--- config.mk ---
export PLATFORM = sky130hd
export DESIGN_NAME = pipe_hazard_ctrl
export DESIGN_NICKNAME = d
export VERILOG_FILES = /design/src/rtl/pipe_pkg.sv /design/src/rtl/pipe_hazard_ctrl_scoreboard.sv /design/src/rtl/pipe_hazard_ctrl.sv
export SDC_FILE = /design/constraint.sdc
export NUM_CORES = 1
export LEC_CHECK = 0
export CAP_MARGIN = 20
export CORE_UTILIZATION = 45
export DETAILED_ROUTE_END_ITERATION = 10
export PLACE_DENSITY = 0.68
export SYNTH_ARGS = -nofsm -noshare
export SYNTH_HDL_FRONTEND = slang
export SYNTH_HIERARCHICAL = 1
export SYNTH_SLANG_ARGS = --single-unit
export TNS_END_PERCENT = 50
--- constraint.sdc ---
create_clock -name clk_i -period 3.1 [get_ports clk_i]
set_input_delay 0.31 -clock clk_i [delete_from_list [all_inputs] [get_ports clk_i]]
set_output_delay 0.31 -clock clk_i [all_outputs]
set_load 0.03 [all_outputs]
--- src/rtl/pipe_pkg.sv ---
// Shared types and constants for the pipeline hazard controller.
// Register fields are stored at REG_AW_MAX bits; narrower register addresses are zero-extended.
package pipe_pkg;

  localparam int unsigned REG_AW_MAX = 8;
  localparam int unsigned FWD_NONE   = 0;

  localparam logic [REG_AW_MAX-1:0] REG_X0 = '0;

  typedef struct packed {
    logic                  valid;
    logic [REG_AW_MAX-1:0] rd;
    logic                  regwrite;
    logic                  is_load;
    logic [REG_AW_MAX-1:0] rs1;
    logic [REG_AW_MAX-1:0] rs2;
    logic                  rs1_use;
    logic                  rs2_use;
  } sb_entry_t;

  // x0 is never a writer, so it can never create a dependency.
  function automatic logic is_writer(input sb_entry_t e, input logic [REG_AW_MAX-1:0] r);
    return e.valid && e.regwrite && (e.rd != REG_X0) && (e.rd == r);
  endfunction

endpackage

--- src/rtl/pipe_hazard_ctrl_scoreboard.sv ---
// In-flight instruction scoreboard: entry 0 is EX, the highest entry is WB.
// Shifts one stage per enabled cycle and takes a bubble instead of ID when asked.
module hazard_scoreboard
  import pipe_pkg::*;
#(
  parameter int unsigned STAGES = 3
) (
  input  logic      clk,
  input  logic      rst,
  input  logic      advance,
  input  logic      bubble,
  input  sb_entry_t id_entry,
  output sb_entry_t entries [STAGES]
);

  sb_entry_t sb_q [STAGES];

  always_ff @(posedge clk) begin
    if (rst) begin
      for (int unsigned k = 0; k < STAGES; k++) begin
        sb_q[k] <= '0;
      end
    end else if (advance) begin
      for (int unsigned k = STAGES - 1; k > 0; k--) begin
        sb_q[k] <= sb_q[k-1];
      end
      sb_q[0] <= bubble ? '0 : id_entry;
    end
  end

  always_comb begin
    for (int unsigned k = 0; k < STAGES; k++) begin
      entries[k] = sb_q[k];
    end
  end

endmodule

--- src/rtl/pipe_hazard_ctrl.sv ---
// Hazard and forwarding controller: load-use stall/bubble, taken-branch flush and EX forwarding selects.
// Stall/flush performance counters are built only when HAZ_STATS_EN is defined.
module pipe_hazard_ctrl
  import pipe_pkg::*;
#(
  parameter int unsigned STAGES   = 3,
  parameter int unsigned REG_AW   = 5,
  parameter int unsigned LOAD_LAT = 1,
  parameter int unsigned FW       = $clog2(STAGES)
) (
  input  logic              clk_i,
  input  logic              rst_i,
  input  logic              start_i,
  input  logic              id_valid_i,
  input  logic [REG_AW-1:0] id_rs1_i,
  input  logic [REG_AW-1:0] id_rs2_i,
  input  logic              id_rs1_use_i,
  input  logic              id_rs2_use_i,
  input  logic [REG_AW-1:0] id_rd_i,
  input  logic              id_regwrite_i,
  input  logic              id_memread_i,
  input  logic              branch_taken_i,
  output logic              stall_o,
  output logic              bubble_o,
  output logic              flush_o,
  output logic [FW-1:0]     fwd_rs1_sel_o,
  output logic [FW-1:0]     fwd_rs2_sel_o
`ifdef HAZ_STATS_EN
  ,
  output logic [31:0]       stall_cnt_o,
  output logic [31:0]       flush_cnt_o
`endif
);

  sb_entry_t sb [STAGES];
  sb_entry_t id_entry;
  logic      active;
  logic      hazard;
  logic      stall;
  logic      flush;
  logic [FW-1:0] sel1;
  logic [FW-1:0] sel2;

  // Outputs are forced low during reset so nothing leaks from the pre-reset scoreboard.
  assign active = start_i & ~rst_i;

  always_comb begin
    id_entry          = '0;
    id_entry.valid    = id_valid_i;
    id_entry.rd       = REG_AW_MAX'(id_rd_i);
    id_entry.regwrite = id_regwrite_i;
    id_entry.is_load  = id_memread_i;
    id_entry.rs1      = REG_AW_MAX'(id_rs1_i);
    id_entry.rs2      = REG_AW_MAX'(id_rs2_i);
    id_entry.rs1_use  = id_rs1_use_i;
    id_entry.rs2_use  = id_rs2_use_i;
  end

  hazard_scoreboard #(
    .STAGES (STAGES)
  ) u_scoreboard (
    .clk      (clk_i),
    .rst      (rst_i),
    .advance  (start_i),
    .bubble   (stall),
    .id_entry (id_entry),
    .entries  (sb)
  );

  always_comb begin
    hazard = 1'b0;
    for (int unsigned j = 0; j < LOAD_LAT; j++) begin
      if (sb[j].is_load &&
          ((id_rs1_use_i && is_writer(sb[j], id_entry.rs1)) ||
           (id_rs2_use_i && is_writer(sb[j], id_entry.rs2)))) begin
        hazard = 1'b1;
      end
    end
  end

  assign stall = active & id_valid_i & hazard;
  assign flush = active & id_valid_i & branch_taken_i & ~stall;

  // Scan oldest to youngest so the lowest matching index is the one left standing.
  always_comb begin
    sel1 = FW'(FWD_NONE);
    sel2 = FW'(FWD_NONE);
    if (active && sb[0].valid) begin
      for (int unsigned k = STAGES - 1; k >= 1; k--) begin
        if (sb[0].rs1_use && is_writer(sb[k], sb[0].rs1)) begin
          sel1 = FW'(k);
        end
        if (sb[0].rs2_use && is_writer(sb[k], sb[0].rs2)) begin
          sel2 = FW'(k);
        end
      end
    end
  end

  assign stall_o       = stall;
  assign bubble_o      = stall;
  assign flush_o       = flush;
  assign fwd_rs1_sel_o = sel1;
  assign fwd_rs2_sel_o = sel2;

`ifdef HAZ_STATS_EN
  always_ff @(posedge clk_i) begin
    if (rst_i) begin
      stall_cnt_o <= '0;
      flush_cnt_o <= '0;
    end else begin
      if (stall) begin
        stall_cnt_o <= stall_cnt_o + 32'd1;
      end
      if (flush) begin
        flush_cnt_o <= flush_cnt_o + 32'd1;
      end
    end
  end
`endif

endmodule

== Word level (Yosys, flattened, before mapping) ==
Memory sizes are Yosys's and may differ from the RTL's.
Cells that the tools add are included.
Word-level totals
  flip-flop bits (word level): 0
  bits in writable memories: 87
  input port bits: 24
  output and inout bits: 7
  word-level logic and storage cells: 57
  memories kept: 1
Cells by class
  equality and inequality tests: 6
  multiplexer cells: 16
  bitwise gates (word level): 10
  reduce and logical (&&, ||, !) cells: 24
Memories
  u_scoreboard.sb_q: words 3, bits a word 29, rd ports 3, clocked after memory_dff 0, write ports 3, RTL line pipe_hazard_ctrl_scoreboard.sv:16  | sb_entry_t sb_q [STAGES];
Operators by type and width (count)
  $mux 29: 4
  $eq 8x8->1: 4
  $reduce_bool 8->1: 3
  $logic_and 1x1->1: 20
  $eq 8x5->1: 2
  $mux 2: 6
  $mux 1: 6
  $and 1x1->1: 5
  $or 1x1->1: 3
  $not 1->1: 2
  $logic_or 1x1->1: 1

== Longest topological paths before layout ==
An unclocked memory read counts as a cell.
  depth after elaboration: 11
  depth in mapped cells: 7
  mapped depth without buffers: 5

== Hierarchy ==
Netlist, hierarchy kept.
By module, submodules not included
  hazard_scoreboard: times used 1, cells an instance 196, area an instance 3642.2 um2, seq. area each 2612.5 um2
  pipe_hazard_ctrl: times used 1, cells an instance 84, area an instance 630.6 um2, seq. area each 0.0 um2

== Worst setup path before layout ==
OpenSTA, ideal clock, no wires.
  path type: flip-flop to flip-flop
  start: memory u_scoreboard/sb_q[0][22] in the netlist's numbering
  end: memory u_scoreboard/sb_q[0][14] in the netlist's numbering (data pin)
  library setup time: 0.257 ns
  arrival time: 2.855 ns
  required time: 2.843 ns
  slack: -0.012 ns
  stages on the path, launching flop included: 8
  path buffers: 2
  clock period less this slack: 3.112 ns
  path through: edfxtp_1 > xor2_1 > nor4_1 > a22oi_1 > nor4_1 > buf_2 > buf_6 > and4bb_2
RTL lines (RTL line)
  start: declaration: pipe_hazard_ctrl_scoreboard.sv:16

==> impl_metrics.ini <==
[status]
status = completed

[hold_path]
hold_class = register to register

[power]
peakVddDrop_mv = 0.228
p_clk_share_pct = 26.2
p_int_mw = 1.05
swShare_pct = 24.2
combPwrFrac_pct = 13.2
p_per_area_nw_per_um2 = 428
leakage_nw = 1.26
seq_power_share_pct = 60.7
p_sw_mw = 0.334

[setup_path]
crit_arrival_ns = 2.39
startpoint_type = register
critical_path_required_ns = 2.79
crit_path_max_fanout = 4
critPathKind = register to primary output
end_kind = primary output

[clocking]
cts_tree = yes
post_cts_resized = 0
cts-buffers-inserted = 5
ctsHoldBuffers = 0
clkTransAtPathRegs_ns = 0.08
clock_path_buffers = 2
root_buffer = clkbuf_8
clock_latency_ns = 0.30
post_cts_buffers = 0
h-tree-depth = 2
clock-sinks = 49

[layout]
area_growth_pct = 16.5
final_common_cell = edfxtp_1
max_flop_register = u_scoreboard/sb_q
antenna_cells = 0
layout.nets = 258
largest_register_ff_count = 49
final_cell_mix = edfxtp_1 (49), and4bb_2 (27), clkdlybuf4s50_1 (25)
drive_gt1_share_pct = 21.3
reg_top3 = u_scoreboard/sb_q: 49 flops
nFillCells = 516
final_util_pct = 54.5

[sta]
drv_slew = 0
finalHoldViolCount = 0
tns_ns = 0
fin_crit_sh_pct = 87.2
holdWs_ns = 0.608
rsz0062_at_grt = false
skew_ns = 0.00374
post-route-min-period_ns = 2.70
setup_viol = 0
fmax_ghz = 0.370

[placed_design]
dpl.hpwl_um = 4010
numPortBuffers = 30
place.gp.congestion = 0.884

[global_routing]
grt_max_degree = 40
grt_pass1_vias = 1638
grt_remaining_overflow = 0
track_usage_pct = 18.3
grt_pass1_wl_um = 8590
antenna_found_initial = 0

[die]
core-area_um2 = 5920
rows = 28
die_h_um = 80.4
die_w_um = 80.4
die_area_um2 = 6470
boundaryPins = 31
start_util_pct = 46.7

[synthesis]
yosys_warnings = 6
syn_inst = 200
avgSynthCellArea_um2 = 13.8
synth_area_um2 = 2770

[drt]
wl_per_cell_um = 17.5
drc = 0
drt_wl_total_um = 5420
vias_per_cell = 5.45
vias = 1689
drt_iter0_markers = 76
drtPass1Iterations = 4
postRouteAntennaNets = 0

[run]
max_cap_violations = 0
==> power groups by stage <==
stage                     Combinational [mW]  Sequential [mW]  Clock [mW]
after floorplan                        0.127            0.834           0
after global placement                 0.181            0.853           0
after detailed placement               0.182            0.853           0
after CTS                              0.183            0.837       0.367
after global routing                   0.200            0.843       0.395
final                                  0.182            0.837       0.361
==> final cells by class <==
type	instances	area [um2]	share of cell area, %
Clock inverter	2	10.0	0.310
Sequential cell	49	1470	45.6
Inverter	1	3.75	0.116
Multi-Input combinational cell	140	1220	37.9
Tap cell	75	93.8	2.91
Clock buffer	6	72.6	2.25
Timing Repair Buffer	37	353	10.9
==> routing by layer <==
layer,share of wire (%),GRT usage [%],up-vias
met5,0,0,-
met4,1.0,4.29,0
met3,4.4,4.09,6
met2,50,31.4,41
met1,44,23.4,819
li1,-,-,823
==> path summary, 6_finish.rpt <==
kind / from / to / slack, ns / cells after the start
max: u_scoreboard/sb_q[0][55] / fwd_rs1_sel_o[0] / 0.40 / 5
min: u_scoreboard/sb_q[0][27] / u_scoreboard/sb_q[0][56] / 0.61 / 1
max reg2reg: u_scoreboard/sb_q[0][24] / u_scoreboard/sb_q[0][28] / 0.75 / 6
min reg2reg: u_scoreboard/sb_q[0][27] / u_scoreboard/sb_q[0][56] / 0.61 / 1
==> critical path: stages (launching register included) <==
cell and delay [ns]:
edfxtp_1 0.46, xnor2_1 0.23, nand4_1 0.10, or4_1 0.51, nor2_1 0.12, clkdlybuf4s50_1 0.67
==> metrics by stage <==
step                      area, um2  setup WS (ns)  power, mW  instances
after floorplan                2800          0.439      0.960        208
after global placement         3140          0.604       1.03        302
after detailed placement       3140          0.559       1.04        302
after CTS                      3230          0.374       1.39        310
after global routing           3230          0.238       1.44        310
final                          3230          0.397       1.38        310
No activity file was read; power rests on OpenSTA's default activity.
